## config.mk

```make
export PLATFORM = sky130hd
export DESIGN_NAME = uart_receiver
export DESIGN_NICKNAME = d
export VERILOG_FILES = /design/src/rtl/uart_receiver_pkg.sv /design/src/rtl/uart_receiver_fifo.sv /design/src/rtl/uart_receiver.sv
export SDC_FILE = /design/constraint.sdc
export NUM_CORES = 1
export LEC_CHECK = 0
export CAP_MARGIN = 15
export CORE_UTILIZATION = 45
export DETAILED_ROUTE_END_ITERATION = 6
export SLEW_MARGIN = 20
export SYNTH_ARGS = -nofsm -noshare
export SYNTH_HDL_FRONTEND = slang
export SYNTH_SLANG_ARGS = --single-unit
```

## constraint.sdc

```tcl
create_clock -name clk -period 4.56 [get_ports clk]
set_input_delay 0.684 -clock clk [delete_from_list [all_inputs] [get_ports clk]]
set_output_delay 0.684 -clock clk [all_outputs]
set_load 0.005 [all_outputs]
```

## src/rtl/uart_receiver_pkg.sv

```systemverilog
// Shared definitions for the UART receive path: FSM states, CPU-visible
// addresses and the RX status word layout.
package uart_receiver_pkg;

   typedef enum logic [1:0] {
      ST_IDLE,
      ST_START,
      ST_DATA,
      ST_STOP
   } rx_state_e;

   localparam logic [31:0] UART_ADDR         = 32'h1000_0000;
   localparam logic [31:0] UART_RX_DATA_ADDR = 32'h1000_0004;
   localparam logic [31:0] UART_RX_STAT_ADDR = 32'h1000_0008;

   // Status word: {27'b0, overrun, frame_err, rx_valid, 2'b0}
   localparam int STAT_RX_VALID_BIT  = 2;
   localparam int STAT_FRAME_ERR_BIT = 3;
   localparam int STAT_OVERRUN_BIT   = 4;

   function automatic logic [31:0] rx_status_word(input logic overrun,
                                                  input logic frame_err,
                                                  input logic rx_valid);
      return {27'b0, overrun, frame_err, rx_valid, 2'b0};
   endfunction

endpackage

```

## src/rtl/uart_receiver_fifo.sv

```systemverilog
// Small byte queue for received characters: show-ahead head, wrap-bit
// pointers, simultaneous push/pop allowed when full.
module rx_byte_fifo #(
   parameter int DEPTH = 4
) (
   input  logic                       clk,
   input  logic                       rst,
   input  logic                       push_i,
   input  logic [7:0]                 din_i,
   input  logic                       pop_i,
   output logic                       full_o,
   output logic                       empty_o,
   output logic [$clog2(DEPTH):0]     count_o,
   output logic [7:0]                 head_o
);

   localparam int AW = $clog2(DEPTH);

   logic [7:0]  mem_q [DEPTH];
   logic [AW:0] wr_ptr_q, wr_ptr_d;
   logic [AW:0] rd_ptr_q, rd_ptr_d;
   logic        do_push, do_pop;

   assign empty_o = (wr_ptr_q == rd_ptr_q);
   assign full_o  = (wr_ptr_q[AW] != rd_ptr_q[AW]) &&
                    (wr_ptr_q[AW-1:0] == rd_ptr_q[AW-1:0]);
   assign count_o = wr_ptr_q - rd_ptr_q;
   assign head_o  = empty_o ? 8'h00 : mem_q[rd_ptr_q[AW-1:0]];

   // A pop on an empty queue is dropped; a pop frees the slot a same-cycle push needs.
   assign do_pop   = pop_i && !empty_o;
   assign do_push  = push_i && (!full_o || do_pop);
   assign wr_ptr_d = do_push ? wr_ptr_q + 1'b1 : wr_ptr_q;
   assign rd_ptr_d = do_pop  ? rd_ptr_q + 1'b1 : rd_ptr_q;

   always_ff @(posedge clk) begin
      if (rst) begin
         wr_ptr_q <= '0;
         rd_ptr_q <= '0;
      end else begin
         wr_ptr_q <= wr_ptr_d;
         rd_ptr_q <= rd_ptr_d;
      end
   end

   always_ff @(posedge clk) begin
      if (do_push) mem_q[wr_ptr_q[AW-1:0]] <= din_i;
   end

endmodule

```

## src/rtl/uart_receiver.sv

```systemverilog
// 8N1 serial receiver: synchronises the rx pin, deserialises LSB-first
// frames and queues good bytes for the CPU, with sticky error flags.
module uart_receiver
   import uart_receiver_pkg::*;
#(
   parameter int CLKS_PER_BIT = 234,
   parameter int FIFO_DEPTH   = 4
) (
   input  logic                            clk,
   input  logic                            rst,
   input  logic                            uart_rx,
   input  logic                            rd_en,
   input  logic                            err_clr,
   output logic [7:0]                      rd_data,
   output logic                            rx_valid,
   output logic [$clog2(FIFO_DEPTH):0]     rx_count,
   output logic                            frame_err,
   output logic                            overrun
);

   localparam int CW = $clog2(CLKS_PER_BIT);
   localparam logic [CW-1:0] HALF_M1 = CW'(CLKS_PER_BIT / 2 - 1);
   localparam logic [CW-1:0] FULL_M1 = CW'(CLKS_PER_BIT - 1);

   rx_state_e     state_q, state_d;
   logic [CW-1:0] cnt_q, cnt_d;
   logic [2:0]    idx_q, idx_d;
   logic [7:0]    sr_q, sr_d;
   logic          sync1_q, rx_s_q;
   logic          wait_high_q, wait_high_d;
   logic          frame_err_q, frame_err_d;
   logic          overrun_q, overrun_d;
   logic          push, set_fe, set_ov;
   logic          fifo_full, fifo_empty;

   always_ff @(posedge clk) begin
      if (rst) begin
         sync1_q     <= 1'b1;
         rx_s_q      <= 1'b1;
         state_q     <= ST_IDLE;
         cnt_q       <= '0;
         idx_q       <= '0;
         sr_q        <= '0;
         wait_high_q <= 1'b0;
         frame_err_q <= 1'b0;
         overrun_q   <= 1'b0;
      end else begin
         sync1_q     <= uart_rx;
         rx_s_q      <= sync1_q;
         state_q     <= state_d;
         cnt_q       <= cnt_d;
         idx_q       <= idx_d;
         sr_q        <= sr_d;
         wait_high_q <= wait_high_d;
         frame_err_q <= frame_err_d;
         overrun_q   <= overrun_d;
      end
   end

   always_comb begin
      state_d     = state_q;
      cnt_d       = cnt_q;
      idx_d       = idx_q;
      sr_d        = sr_q;
      wait_high_d = wait_high_q && !rx_s_q;
      push        = 1'b0;
      set_fe      = 1'b0;
      set_ov      = 1'b0;
      case (state_q)
         ST_IDLE: begin
            // After a framing error the line must return high before a new start bit counts.
            if (!rx_s_q && !wait_high_q) begin
               state_d = ST_START;
               cnt_d   = '0;
            end
         end
         ST_START: begin
            if (cnt_q == HALF_M1) begin
               cnt_d   = '0;
               idx_d   = '0;
               state_d = rx_s_q ? ST_IDLE : ST_DATA;
            end else begin
               cnt_d = cnt_q + 1'b1;
            end
         end
         ST_DATA: begin
            if (cnt_q == FULL_M1) begin
               sr_d[idx_q] = rx_s_q;
               cnt_d       = '0;
               if (idx_q == 3'd7) state_d = ST_STOP;
               else               idx_d   = idx_q + 1'b1;
            end else begin
               cnt_d = cnt_q + 1'b1;
            end
         end
         ST_STOP: begin
            if (cnt_q == FULL_M1) begin
               cnt_d   = '0;
               state_d = ST_IDLE;
               if (rx_s_q) begin
                  if (!fifo_full || rd_en) push   = 1'b1;
                  else                     set_ov = 1'b1;
               end else begin
                  set_fe      = 1'b1;
                  wait_high_d = 1'b1;
               end
            end else begin
               cnt_d = cnt_q + 1'b1;
            end
         end
         default: state_d = ST_IDLE;
      endcase
      frame_err_d = set_fe || (frame_err_q && !err_clr);
      overrun_d   = set_ov || (overrun_q && !err_clr);
   end

   rx_byte_fifo #(
      .DEPTH (FIFO_DEPTH)
   ) u_fifo (
      .clk     (clk),
      .rst     (rst),
      .push_i  (push),
      .din_i   (sr_q),
      .pop_i   (rd_en),
      .full_o  (fifo_full),
      .empty_o (fifo_empty),
      .count_o (rx_count),
      .head_o  (rd_data)
   );

   assign rx_valid  = !fifo_empty;
   assign frame_err = frame_err_q;
   assign overrun   = overrun_q;

endmodule

```

==> flow_metrics.py, run 1 <==
metrics = {
    "status": {
        "run_status": "finished with violations",
        "failed_checks": "design-rule violations",
    },
    "power_and_ir_drop": {
        "power_per_cell_area_nw_per_um2": 345,
        "swShare_pct": 20.8,
        "p_total_w": 0.00120,
        "clkPwrFrac_pct": 46.3,
        "ir_drop_mv": 0.174,
        "seqPwrFrac_pct": 52.0,
        "p_comb_share_pct": 1.7,
        "intPower_w": 0.000948,
        "cellLeakagePower_nw": 1.28,
        "p_sw_w": 0.000249,
    },
    "layout": {
        "fin_util_pct": 54.0,
        "layout_common_cells": "dfxtp_1, edfxtp_1, nor2_1, clkdlybuf4s50_1, a21oi_1",
        "areaGrowthSynthToFinish_pct": 15.1,
        "drive_above_1_share_pct": 12.3,
        "fillers": 580,
        "antenna_cells": 0,
        "final_common_cell": "dfxtp_1",
        "multi_input_area_um2": 1280,
        "nNetsFinal": 289,
        "regArea_um2": 1640,
    },
    "cts": {
        "cts_sinks": 66,
        "htree_levels": 3,
        "ctsResizeCount": 0,
        "cts_tree": "done",
        "path_clk_slew_ns": 0.08,
        "cts_made_buffers": 9,
        "clockBufferDepth": 2,
        "cts_hold_buf": 0,
        "root_buffer": "clkbuf_8",
        "cts_setup_buffers": 0,
        "insertion_delay_ns": 0.34,
    },
    "logic_synthesis": {
        "ys.flop_type": "dfxtp_1",
        "synth.top_cell.area_share_pct": 31.9,
        "synthesis.nets": 271,
        "synth_area_um2": 3020,
        "syn-mean-instance-area_um2": 11.9,
        "ys_ff_latch": 66,
        "yosysUniqueCellTypes": 49,
        "seq_area_frac_synth_pct": 54.4,
        "synth_edf_count": 32,
        "ys_async_sr_fraction_pct": 0,
        "synth_cells": 253,
        "yosysWarnings": 0,
        "synth.largest_area_cell": "edfxtp_1",
        "synthTopCellsByArea": "edfxtp_1, dfxtp_1, mux4_2, ha_1, mux2i_1",
    },
    "grt": {
        "grt-ovfl-total": 0,
        "antenna_found_initial": 0,
        "grtUsageTotal_pct": 17.3,
        "grt_pass1_wl_um": 9210,
        "grt_pass1_vias": 1903,
        "grt_start_max_net_pins": 34,
    },
    "floorplanning": {
        "num_io_pins": 19,
        "core_um2": 6420,
        "start_util_pct": 47.0,
        "die_area_um2": 7030,
        "num_rows": 29,
        "die_w_um": 83.9,
        "die_height_um": 83.9,
    },
    "sta": {
        "slew_viol_final": 0,
        "tightest_slew_ns": 1.03,
        "period_needed_ns": 3.06,
        "setup_slack_ns": 1.50,
        "setup_viol": 0,
        "hold_viol_final": 0,
        "fmax_mhz": 327,
        "fin_crit_sh_pct": 67.0,
        "setup_tns_ns": 0,
        "slew_headroom_pct": 31.0,
        "rsz0062_at_grt": "no",
        "fin_worst_skew_ns": 0.00753,
        "hold_slack_ns": 0.429,
    },
    "route": {
        "drt_first_pass_iters": 6,
        "final_antenna_net_count": 0,
        "wl_per_cell_um": 15.2,
        "wl_um": 5360,
        "drt_iter0_drc": 61,
        "num_vias": 1915,
        "drc": 3,
        "via_per_inst": 5.42,
    },
    "critical_path": {
        "startpoint_type": "flip-flop",
        "required_ns": 3.88,
        "criticalPathCategory": "reg -> out",
        "cp_max_fo": 9,
        "cp.arrival_ns": 2.37,
        "crit_path_end_kind": "output pin",
        "reg2reg_slack_ns": 2.16,
    },
    "run": {
        "drv_cap": 0,
    },
    "place": {
        "place.gp.congestion": 0.739,
        "hpwl_um": 3520,
        "place.port_buffers": 18,
        "pre_cts_slack_ns": 1.80,
    },
    "worst_hold_path": {
        "hp-class": "reg -> reg",
    },
}
layer usage:
layer  GRT usage [%]  vias up  share of wire, %
met5               0        -                 0
met4            7.52        0               1.7
met3            5.04        8               2.2
met2            27.8       24                47
met1            21.7      905                49
li1                -      978                 -
flip-flops by register name, indices dropped and copies added (netlist names), named ones only:
name	cells
u_fifo.mem_q	32
cnt_q	8
sr_q	8
idx_q	3
u_fifo.rd_ptr_q	3
u_fifo.wr_ptr_q	3
frame_err	1
overrun	1
rx_s_q	1
state_q	1
sync1_q	1
wait_high_q	1
final timing paths:
check	from	to	depth (start not counted)
setup / recovery	u_fifo.wr_ptr_q[0]	rd_data[0]	6
hold / removal	sync1_q	rx_s_q	1
setup reg to reg	cnt_q[1]	u_fifo.mem_q[0][0]	5
hold reg to reg	sync1_q	rx_s_q	1
Yosys cell counts (all sizes together), types with 7 or more instances:
master,n
a21oi,14
clkbuf,8
dfxtp,34
edfxtp,32
ha,12
inv,10
mux2i,9
mux4,8
nand2,11
nand3,8
nand4b,7
nor2,21
nor2b,10
nor3,8
area by class of cell:
type / count / area share, %
Clock inverter: 6 / 2.60
Multi-Input combinational cell: 165 / 36.9
Timing Repair Buffer: 19 / 5.41
Tap cell: 77 / 2.78
Sequential cell: 66 / 47.3
Inverter: 10 / 1.08
Clock buffer: 10 / 3.97
cells by family after synthesis:
| group | Yosys count | share of synthesized area, % |
|---|---|---|
| buffers and inverters | 22 | 3.11 |
| XOR/XNOR | 5 | 1.45 |
| flip-flops | 66 | 54.4 |
| AND/OR/NAND/NOR | 94 | 18.6 |
| multiplexers | 18 | 9.46 |
| adder cells (fa/ha/maj) | 13 | 5.64 |
| AO/OA/AOI/OAI | 35 | 7.30 |
worst max-delay path, cell delays in order (launching register included):
cell             delay, ns
dfxtp_1               0.38
inv_1                 0.11
ha_1                  0.30
nand2_1               0.12
nor2_1                0.54
nor2b_1               0.12
clkdlybuf4s50_1       0.47
power groups by stage:
stage,registers (W),clock network (W),logic [W]
floorplan,0.000632,0,0.0000145
global placement,0.000635,0,0.0000207
detailed placement,0.000635,0,0.0000205
CTS,0.000622,0.000567,0.0000206
global route,0.000622,0.000597,0.0000228
finish,0.000622,0.000555,0.0000203
metrics by stage:
stage | area (um2) | instances
finish | 3470 | 353
global route | 3470 | 353
CTS | 3470 | 353
detailed placement | 3240 | 337
global placement | 3240 | 337
floorplan | 3020 | 253
No activity file was read; power rests on OpenSTA's default activity.
==> inputs of run 2 (changes only) <==
==> constraint.sdc (replaced) <==
create_clock -name clk -period 2.9 [get_ports clk]
set_input_delay 0.435 -clock clk [delete_from_list [all_inputs] [get_ports clk]]
set_output_delay 0.435 -clock clk [all_outputs]
set_load 0.005 [all_outputs]
==> run 2 against run 1 <==
Against the previous run:
- clock skew about the same
- global-route usage decreased by 0.23 points
- clock-buffer cell count increased by 1
- power increased by 55%
- combinational power increased by 90%
- core utilization increased by 0.37 points
- the flow still finishes with violations (design-rule violations)
- cell count increased by 1.1%
==> flow_metrics.py, run 2 (same netlist as run 1, synthesis figures left out) <==
metrics = {
    "layout": {
        "nNetsFinal": 293,
        "layout_common_cells": "dfxtp_1, edfxtp_1, nor2_1, clkdlybuf4s50_1, a21oi_1",
        "final_common_cell": "dfxtp_1",
        "drive_above_1_share_pct": 13.6,
        "largest_register_ffs": 32,
        "areaGrowthSynthToFinish_pct": 15.9,
        "fillers": 576,
        "antenna_cells": 0,
    },
    "grt": {
        "grt-ovfl-total": 0,
        "grt_pass1_wl_um": 9150,
        "grt.busiest_layer": "met2",
        "grt_start_max_net_pins": 17,
        "gr-usage-met2_pct": 27.9,
        "antenna_found_initial": 0,
        "use_met1_pct": 21.7,
        "grtUsageTotal_pct": 17.1,
        "grtUsageMet3_pct": 3.86,
        "grt_pass1_vias": 1855,
    },
    "cts": {
        "cts_made_buffers": 9,
        "clockBufferDepth": 2,
        "insertion_delay_ns": 0.33,
        "path_clk_slew_ns": 0.07,
        "htree_levels": 3,
        "cts_setup_buffers": 0,
        "root_buffer": "clkbuf_8",
        "cts_hold_buf": 0,
        "cts_tree": "done",
        "cts_sinks": 66,
        "ctsResizeCount": 0,
    },
    "power_and_ir_drop": {
        "p_total_w": 0.00186,
        "ir_drop_mv": 0.280,
        "cellLeakagePower_nw": 1.29,
        "power_per_cell_area_nw_per_um2": 532,
    },
    "sta": {
        "fmax_mhz": 382,
        "hold_viol_final": 0,
        "tightest_slew_ns": 0.554,
        "rsz0062_at_grt": "no",
        "slew_headroom_pct": 63.0,
        "period_needed_ns": 2.62,
        "fin_worst_skew_ns": 0.00771,
        "fin_crit_sh_pct": 90.3,
        "setup_slack_ns": 0.283,
        "slew_viol_final": 0,
        "setup_tns_ns": 0,
        "setup_viol": 0,
    },
    "critical_path": {
        "cp.arrival_ns": 2.18,
        "required_ns": 2.47,
        "cp_max_fo": 9,
        "startpoint_type": "flip-flop",
        "cp_slowest_stage_delay_ns": 0.46,
        "crit_path_top_delay_cell": "clkdlybuf4s50_1",
        "crit_chain": "inv_1 > ha_1 > nand2_1 > nor2_2 > nor2b_1 > clkdlybuf4s50_1",
        "crit_path_end_kind": "output pin",
        "criticalPathCategory": "reg -> out",
    },
    "route": {
        "wl_um": 5440,
        "wl_per_cell_um": 15.2,
        "via_per_inst": 5.46,
        "drt_first_pass_iters": 6,
        "final_antenna_net_count": 0,
        "drc": 3,
        "num_vias": 1950,
        "drt_iter0_drc": 94,
    },
    "floorplanning": {
        "die_height_um": 83.9,
        "die_w_um": 83.9,
        "die_area_um2": 7030,
        "num_rows": 29,
        "num_io_pins": 19,
        "start_util_pct": 47.0,
        "core_um2": 6420,
    },
    "place": {
        "pre_cts_slack_ns": 0.404,
        "hpwl_um": 3620,
        "place.port_buffers": 18,
        "place.gp.congestion": 0.722,
    },
    "status": {
        "run_status": "finished with violations",
        "failed_checks": "design-rule violations",
    },
    "run": {
        "drv_cap": 0,
    },
    "worst_hold_path": {
        "hp-class": "reg -> reg",
    },
}
[run 2: changes by cell type in the layout (fill, tap and decap cells not counted), sizes merged]
cell and change:
clkbuf +1, clkinv -1, buf +4
[run 2: cell type report]
class                      instances  area, um2  area share (%)
clock buffer                      11        141            4.05
multi-input combinational        165       1280            36.7
clock inverter                     5       77.6            2.22
timing repair buffer              23        218            6.23
tap                               77       96.3            2.76
inverter                          10       37.5            1.07
sequential                        66       1640            47.0
[run 2: path summary, 6_finish.rpt]
check / from / endpoint / slack, ns / cells past startpoint
max: u_fifo.wr_ptr_q[0] / rd_data[7] / 0.28 / 6
min: sync1_q / rx_s_q / 0.41 / 1
max reg2reg: cnt_q[2] / u_fifo.mem_q[1][3] / 0.77 / 3
min reg2reg: sync1_q / rx_s_q / 0.41 / 1
[run 2: layer usage]
layer	up-vias	routed length (um)
met1	943	2650
met2	19	2580
met3	8	106
met4	0	105
li1	980	-
met5	-	0
[run 2: through the flow]
| step | cell area, um2 | std cells | hold WS (ns) | util, % |
|---|---|---|---|---|
| finish | 3490 | 357 | 0.410 | 54.4 |
| CTS | 3490 | 357 | 0.413 | 54.4 |
| detailed placement | 3270 | 341 | 0.397 | 51.0 |
| floorplan | 3020 | 253 | 0.389 | - |
| global placement | 3270 | 341 | 0.392 | 51.0 |
| global route | 3490 | 357 | 0.422 | 54.4 |
[run 2: power breakdown]
part	switching, W	internal [W]	total (W)
Combinational	0.0000229	0.0000156	0.0000385
Clock	0.000341	0.000505	0.000846
Sequential	0.00000527	0.000971	0.000976
[run 2: critical path, delay by kind of cell, from the launching register on]
kind / cells / cell delay, ns
adders and majority gates: 1 / 0.30
buffers and inverters: 2 / 0.57
DFF: 1 / 0.38
and+or+nand+nor: 3 / 0.61
